`config.mk`:
```
export PLATFORM = sky130hd
export DESIGN_NAME = npc_gen
export DESIGN_NICKNAME = d
export VERILOG_FILES = /design/src/rtl/npc_pkg.sv /design/src/rtl/npc_pending.sv /design/src/rtl/npc_gen.sv
export SDC_FILE = /design/constraint.sdc
export NUM_CORES = 1
export LEC_CHECK = 0
export CORE_AREA = 2 2 178 93
export DETAILED_ROUTE_END_ITERATION = 12
export DIE_AREA = 0 0 180 95
export GPL_TIMING_DRIVEN = 0
export SLEW_MARGIN = 20
export SYNTH_ARGS = -nofsm -noshare
export SYNTH_HDL_FRONTEND = slang
export SYNTH_SLANG_ARGS = --single-unit
```
`constraint.sdc`:
```
create_clock -name clknpc -period 3.28 [get_ports clknpc]
set_input_delay 0.656 -clock clknpc [delete_from_list [all_inputs] [get_ports clknpc]]
set_output_delay 0.656 -clock clknpc [all_outputs]
set_load 0.005 [all_outputs]
```
`src/rtl/npc_pkg.sv`:
```
// Shared definitions for the next-PC generator: PC width, default step,
// FSM state encodings and small address helpers.
package npc_pkg;

  localparam int unsigned PC_W = 32;
  localparam logic [PC_W-1:0] PC_STEP_DEF = 32'd4;

  typedef enum logic [2:0] {
    S_RESET    = 3'd0,
    S_RUN      = 3'd1,
    S_STALL    = 3'd2,
    S_REDIRECT = 3'd3,
    S_HALT     = 3'd4
  } npc_state_e;

  // Redirect targets are word aligned by dropping the two low bits.
  function automatic logic [PC_W-1:0] align_pc(input logic [PC_W-1:0] t);
    return {t[PC_W-1:2], 2'b00};
  endfunction

  // A raw redirect target is misaligned when its two low bits are nonzero.
  function automatic logic is_misaligned(input logic [PC_W-1:0] t);
    return (t[1:0] != 2'b00);
  endfunction

endpackage

```
`src/rtl/npc_pending.sv`:
```
// One-entry hold register for a redirect target that arrives while the
// PC is stalled. Clear has priority over set; set overwrites any entry.
module npc_pending
  import npc_pkg::*;
(
  input  logic            clk,
  input  logic            rst,
  input  logic            set_i,
  input  logic            clr_i,
  input  logic [PC_W-1:0] target_i,
  output logic            pend_v_o,
  output logic [PC_W-1:0] target_o
);

  logic            pend_v_d, pend_v_q;
  logic [PC_W-1:0] target_d, target_q;

  // Next-entry logic: clear, overwrite, or hold.
  always_comb begin
    pend_v_d = pend_v_q;
    target_d = target_q;
    if (clr_i) begin
      pend_v_d = 1'b0;
    end else if (set_i) begin
      pend_v_d = 1'b1;
      target_d = target_i;
    end else begin
      pend_v_d = pend_v_q;
      target_d = target_q;
    end
  end

  // Entry storage with synchronous reset.
  always_ff @(posedge clk) begin
    if (rst) begin
      pend_v_q <= 1'b0;
      target_q <= {PC_W{1'b0}};
    end else begin
      pend_v_q <= pend_v_d;
      target_q <= target_d;
    end
  end

  assign pend_v_o = pend_v_q;
  assign target_o = target_q;

endmodule

```
`src/rtl/npc_gen.sv`:
```
// Next-PC generator: sequential increment, jump/branch redirect with a
// one-cycle bubble, stall with a one-entry pending redirect, sticky halt.
module npc_gen
  import npc_pkg::*;
#(
  parameter logic [PC_W-1:0] RESET_PC = 32'h0000_0000,
  parameter logic [PC_W-1:0] PC_STEP  = PC_STEP_DEF
) (
  input  logic            clknpc,
  input  logic            rstnpc,
  input  logic            stall,
  input  logic            branch_taken,
  input  logic [PC_W-1:0] branch_target,
  input  logic            jump,
  input  logic [PC_W-1:0] jump_target,
  input  logic            halt,
  output logic [PC_W-1:0] pc_out,
  output logic [PC_W-1:0] out_four,
  output logic            valid,
  output logic            misalign,
  output logic [2:0]      state_o
);

  npc_state_e      state_d, state_q;
  logic [PC_W-1:0] pc_d, pc_q;
  logic            valid_d, valid_q;
  logic            misalign_d, misalign_q;

  logic            redirect_req;
  logic [PC_W-1:0] redirect_tgt;
  logic            pend_set;
  logic            pend_clr;
  logic            pend_v;
  logic [PC_W-1:0] pend_tgt;

  // Jump outranks branch when both are requested in the same cycle.
  assign redirect_req = jump | branch_taken;
  assign redirect_tgt = jump ? jump_target : branch_target;

  npc_pending u_pending (
    .clk      (clknpc),
    .rst      (rstnpc),
    .set_i    (pend_set),
    .clr_i    (pend_clr),
    .target_i (redirect_tgt),
    .pend_v_o (pend_v),
    .target_o (pend_tgt)
  );

  // Next-state, next-PC and pending control, priority halt > redirect > stall.
  always_comb begin
    state_d    = state_q;
    pc_d       = pc_q;
    misalign_d = 1'b0;
    pend_set   = 1'b0;
    pend_clr   = 1'b0;
    case (state_q)
      S_RESET: begin
        state_d = S_RUN;
      end
      S_RUN, S_REDIRECT: begin
        if (halt) begin
          state_d = S_HALT;
        end else if (redirect_req) begin
          pc_d       = align_pc(redirect_tgt);
          misalign_d = is_misaligned(redirect_tgt);
          state_d    = S_REDIRECT;
        end else if (stall) begin
          state_d = S_STALL;
        end else begin
          pc_d    = pc_q + PC_STEP;
          state_d = S_RUN;
        end
      end
      S_STALL: begin
        if (halt) begin
          state_d  = S_HALT;
          pend_clr = 1'b1;
        end else if (stall) begin
          pend_set = redirect_req;
        end else if (redirect_req) begin
          // A fresh redirect on release supersedes anything pending.
          pc_d       = align_pc(redirect_tgt);
          misalign_d = is_misaligned(redirect_tgt);
          state_d    = S_REDIRECT;
          pend_clr   = 1'b1;
        end else if (pend_v) begin
          pc_d       = align_pc(pend_tgt);
          misalign_d = is_misaligned(pend_tgt);
          state_d    = S_REDIRECT;
          pend_clr   = 1'b1;
        end else begin
          pc_d    = pc_q + PC_STEP;
          state_d = S_RUN;
        end
      end
      S_HALT: begin
        state_d = S_HALT;
      end
      default: begin
        state_d = S_RESET;
        pc_d    = RESET_PC;
      end
    endcase
    valid_d = ((state_d == S_RUN) || (state_d == S_STALL)) ? 1'b1 : 1'b0;
  end

  // State, PC and registered status outputs with synchronous reset.
  always_ff @(posedge clknpc) begin
    if (rstnpc) begin
      state_q    <= S_RESET;
      pc_q       <= RESET_PC;
      valid_q    <= 1'b0;
      misalign_q <= 1'b0;
    end else begin
      state_q    <= state_d;
      pc_q       <= pc_d;
      valid_q    <= valid_d;
      misalign_q <= misalign_d;
    end
  end

  assign pc_out   = pc_q;
  assign out_four = pc_q + PC_STEP;
  assign valid    = valid_q;
  assign misalign = misalign_q;
  assign state_o  = state_q;

endmodule

```
======== Word-level counts from Yosys, hierarchy flattened ========
Cells that the tools add are included.
storage, ports and cells
  flip-flop bits (word level) ............. 70
  bits of input ports ..................... 70
  logic and storage cells ................. 62
cells by class
  add/subtract/negate cells ............... 1
  equality and inequality tests ........... 10
  mux-type cells .......................... 33
  bitwise operators ....................... 3
  reductions and logical operators ........ 9
operators with widths
  operator                                             count
  2-to-1 mux 32 bit                                    8
  case mux 32 bit (3 select lines)                     1
  adder 32 x 3 -> 32 bit, second input constant        1
  2-to-1 mux 1 bit                                     15
  case mux 3 bit (4 select lines)                      1
  equality test 3 x 2 -> 1 bit, second input constant  3
  2-to-1 mux 3 bit                                     3
  2-to-1 mux 2 bit                                     4
  equality test 3 x 1 -> 1 bit, second input constant  2
  != test 2 bit, second input constant                 3
  OR reduction 2 bit                                   3
  AND reduction 5 bit                                  1
  nonzero test 2 bit                                   2
  equality test 3 bit, second input constant           1
  zero test 3 bit                                      1
  != test 3 bit, second input constant                 1
  inverter 1 bit                                       2
  case mux 1 bit (2 select lines)                      1
  AND reduction 2 bit                                  1
  logical OR 1 bit                                     1
  bitwise OR 1 bit                                     1

======== Logic depth before layout (Yosys ltp) ========
  depth in word-level cells ............... 8
  mapped depth ............................ 8

======== Modules after synthesis ========
From an unflattened synthesis, not the netlist that was laid out.
unflattened totals
  cell total of the unflattened synthesis .. 572
  area total of the unflattened synthesis .. 4772.1 um^2
by module, submodules not included
  module       instances  cells each  area each (um^2)  sequential area each (um^2)
  npc_gen      1          424         3288.2            700.7
  npc_pending  1          148         1483.9            660.6

======== Worst setup path after synthesis ========
Ideal clock, no wire load.
  path kind ............................... register to output
  start point ............................. register pc_q[4], in the netlist pc_out[4]
  end point ............................... output out_four[19]
  data arrival time ....................... 1.888 ns
  path slack .............................. 0.736 ns
  stages on the path, launching flop included .. 6
  buffers on the path ..................... 1
  path through ............................ dfxtp_1 -> nand3_2 -> or4_1 -> buf_2 -> o31a_2 -> or2_2
between the ends
  longest elaborated chain between the ends .. 1
RTL lines
  what                    RTL line        source
  start, declared         npc_gen.sv:25   logic [PC_W-1:0] pc_d, pc_q;
  start signal, assigned  npc_gen.sv:117  pc_q <= pc_d;
  adder 32 x 3 -> 32 bit  npc_gen.sv:124  assign out_four = pc_q + PC_STEP;
  end, declared           npc_gen.sv:18   output logic [PC_W-1:0] out_four,
No other way between the ends.

======== Worst setup path in the final report ========
  start point ............................. input jump
  end point ............................... register pc_q[31], in the netlist pc_out[31]
between the ends
  longest elaborated chain between the ends .. 5
  elaborated cells on any way between the ends .. 10
RTL lines
  what                                                   RTL line                      source
  start, declared                                        npc_gen.sv:14                 input logic jump,
  2-to-1 mux 32 bit or bitwise OR 1 bit (tied branches)  npc_gen.sv:38, npc_gen.sv:37
  2-to-1 mux 32 bit                                      npc_gen.sv:81                 end else if (redirect_req) begin
  2-to-1 mux 32 bit                                      npc_gen.sv:79                 end else if (stall) begin
  2-to-1 mux 32 bit                                      npc_gen.sv:76                 if (halt) begin
  case mux 32 bit (3 select lines)                       npc_gen.sv:57                 case (state_q)
Parallel ways exist; a longest one is shown, timed or not. The select of a mux whose other input is x is not followed.
A chain may end at the register's enable or synchronous reset.

==> results.toml <==
[yosys]
ys_seq_area_share_pct = 29.7
ys_ff_latch = 68
synth_area_um2 = 4580
synth-adder-area-share_pct = 0.273
ys_async_sr_fraction_pct = 0
synth_top_area_share_pct = 29.7
synth_xor_area_share_pct = 4.98
synth_cells = 589
synthMuxAreaShare_pct = 7.98
synthTopCellsByCount = "68 x dfxtp_1, 68 x nor2_1, 41 x a21oi_1"
yosys-top-cells-area = "dfxtp_1 30%, mux2i_1 7.0%, nor2_1 5.6%, a211oi_1 5.4%, a21oi_1 4.5%"
synthFlopType = "dfxtp_1"
avgSynthCellArea_um2 = 7.77
synth-edff-count = 0
yosysUniqueCellTypes = 67
synth_compound_area_share_pct = 27.3
ys_warn_count = 0
synthSimpleGateAreaFrac_pct = 22.4
synth_top_family_by_area = "compound AO/OA/AOI/OAI gates"
synth.largest_area_cell = "dfxtp_1"

[cells_and_area]
finalNonFillerCells = 961
drive_gt1_share_pct = 12.8
num_antenna_cells = 0
final_nets = 817
n_fill_cell = 1621
syn_to_final_growth_pct = 48.3

[sta]
finalSetupTns_ns = 0
worst_pin_slew_ns = 1.07
hold_viol = 0
slew_viol_final = 0
max_freq_mhz = 308
final.period_utilization_pct = 99.1
hold_ws_ns = 0.496
finalSetupViolCount = 0
finClkSkew_ns = 0.00403
post-route-min-period_ns = 3.25
relSlewSlack_pct = 27.5

[clock_tree]
cts_max_level = 3
cts_buffer_depth = 2
clk_latency_ns = 0.35
cts-root-buf = "clkbuf_16"
cts_tree = "done"
cts_buffers = 9
cts_sinks = 68
clkTransAtPathRegs_ns = 0.06
cts_hold_buf = 0

[place]
dp_cells = 937
hpwl_um = 15800
place.gp.congestion = 0.928
port_buffers = 134

[drt]
wl_um = 21100
ant_nets = 0
drt-pass1-iter-count = 7
vias = 5562
via_per_inst = 5.79
wl_per_cell_um = 21.9
drc = 0
drt-initial-drc-count = 857

[power]
switchingPower_uw = 792
clockPowerShare_pct = 41.4
power_density_nw_per_um2 = 387
power.internal_uw = 1840
power_frac_comb_pct = 24.3
sequentialPowerShare_pct = 34.3
p_sw_share_pct = 30.1
ir_drop_uv = 282
p_leak_uw = 0.00240

[floorplan]
rows = 33
dieArea_um2 = 17100
core_um2 = 15700
die_w_um = 180
dieHeight_um = 95
initial_utilization_pct = 29.1
io_pins = 139

[setup_path]
slowest_stage = "clkbuf_1"
critPathMaxFanout = 10
worst_setup_path_start_kind = "input pin"
critical-path-max-stage-delay_ns = 0.63
worst_setup_path_end_kind = "flip-flop"
crit_chain = "clkdlybuf4s50_1 -> clkbuf_1 -> clkbuf_1 -> o31ai_1 -> nor4_1 -> o311ai_0 -> o211ai_1"
worstPathArrival_ns = 3.51
cpMostUsedCell = "clkbuf_1"
worst_ep_required_time_ns = 3.54
critical_path_class = "in -> reg"

[global_routing]
overflow = 0
track_usage_pct = 24.3
grt_max_degree = 12
antenna_found_initial = 0
grt_pass1_vias = 5091
grt_pass1_wl_um = 31000

[flow_run]
drv_cap = 0

[worst_hold_path]
hold_path.class = "reg -> reg"

[outcome]
status = "finished, final reports clean"
[registers in the layout, indices dropped and copies added (netlist names)]
register            count
state_o                 3
pc_out                 30
u_pending.pend_v_o      1
u_pending.target_o     32
valid                   1
misalign                1
[kinds of logic (layout without fill, tap and decap cells)]
| logic type | after synthesis | count (layout) |
|---|---|---|
| AND/OR/NAND/NOR | 206 | 206 |
| AO/OA/AOI/OAI | 177 | 177 |
| buffers and inverters | 74 | 233 |
| flip-flops | 68 | 68 |
| multiplexers | 36 | 36 |
| XOR/XNOR | 26 | 26 |
| adder cells (fa/ha/maj) | 1 | 1 |
| other | 1 | 4 |
[power groups by stage]
stage	clock (µW)	combinational, µW	sequential [µW]
3_3_place_gp	0	603	916
5_1_grt	1120	681	906
3_5_place_dp	0	605	916
6_report	1090	638	902
2_1_floorplan	0	298	906
4_1_cts	1090	617	899
[worst max-delay path, delay by kind of cell]
family,cells,cell delay (ns)
and+or+nand+nor,1,0.60
AOI/OAI and AO/OA,3,0.76
buffers and inverters,3,1.49
[cells in the final DEF (no fill, tap or decap), types with 5 or more instances in the layout]
cell             netlist  routed
clkbuf_16              0       9
clkdlybuf4s50_1        0     132
and3_1                 7       6
a21oi_1               41      41
clkbuf_2               0       6
mux2i_1               32      32
dfxtp_4                0       8
xor2_1                 7       7
o32ai_1                5       5
xnor2_1               19      19
nand3_1               14      10
o21ai_0               26      26
nand2b_1              20      20
a221o_1                7       7
nand4_1               10      10
o31ai_1                8       8
inv_1                 25      25
a211oi_1              33      33
nand2_1               37      35
nor4_1                11       7
a221oi_1               8       8
clkbuf_1              32      26
dfxtp_1               68      55
nor2_1                68      65
dfxtp_2                0       5
buf_4                  7      18
nor3_1                14      12
[through the flow]
step                setup slack (ns)  util (%)  total power, µW  instance area [µm²]
detailed placement            -0.345      39.5             1520                 6210
finish                        0.0296      43.1             2630                 6790
CTS                         -0.00226      42.4             2610                 6670
floorplan                      0.736         -             1200                 4590
global placement              -0.767      39.4             1520                 6190
global route                -0.00134      43.1             2700                 6790
[area by class of cell]
cell class	instances	area [µm²]	area share (%)
clock inverters	4	72.6	1.07
well taps	210	263	3.87
repair buffers	145	1430	21.0
plain buffers	46	240	3.54
flip-flops and latches	68	1400	20.6
multi-input cells	450	3040	44.8
clock buffers	12	246	3.63
inverters	26	97.6	1.44
[worst paths after layout]
path                                      start                            endpoint  slack [ns]  cells past startpoint
min          u_pending.target_o[8]$_SDFFE_PP0P_  u_pending.target_o[8]$_SDFFE_PP0P_        0.50                      2
max reg2reg               state_o[2]$_SDFF_PP0_              pc_out[2]$_SDFFE_PP0P_        0.17                      8
max                                        jump             pc_out[31]$_SDFFE_PP0P_        0.03                      7
min reg2reg  u_pending.target_o[8]$_SDFFE_PP0P_  u_pending.target_o[8]$_SDFFE_PP0P_        0.50                      2
[per-layer routing]
layer,global-route usage [%],up-vias,part of all wire [%]
met5,0,-,0
met4,5.56,0,1.3
met3,9.68,36,15
met2,32.3,407,38
met1,35.6,2617,46
li1,-,2502,-
[what timing repair did]
item | in CTS | in global routing
endpoints found under the setup margin | 17 | 53
buffers inserted | 6 | 4
gates resized for setup | 31 | 35
pin swaps | 2 | 4
hold endpoints to repair | 0 | 0
Power figures use the tool's default switching activity.
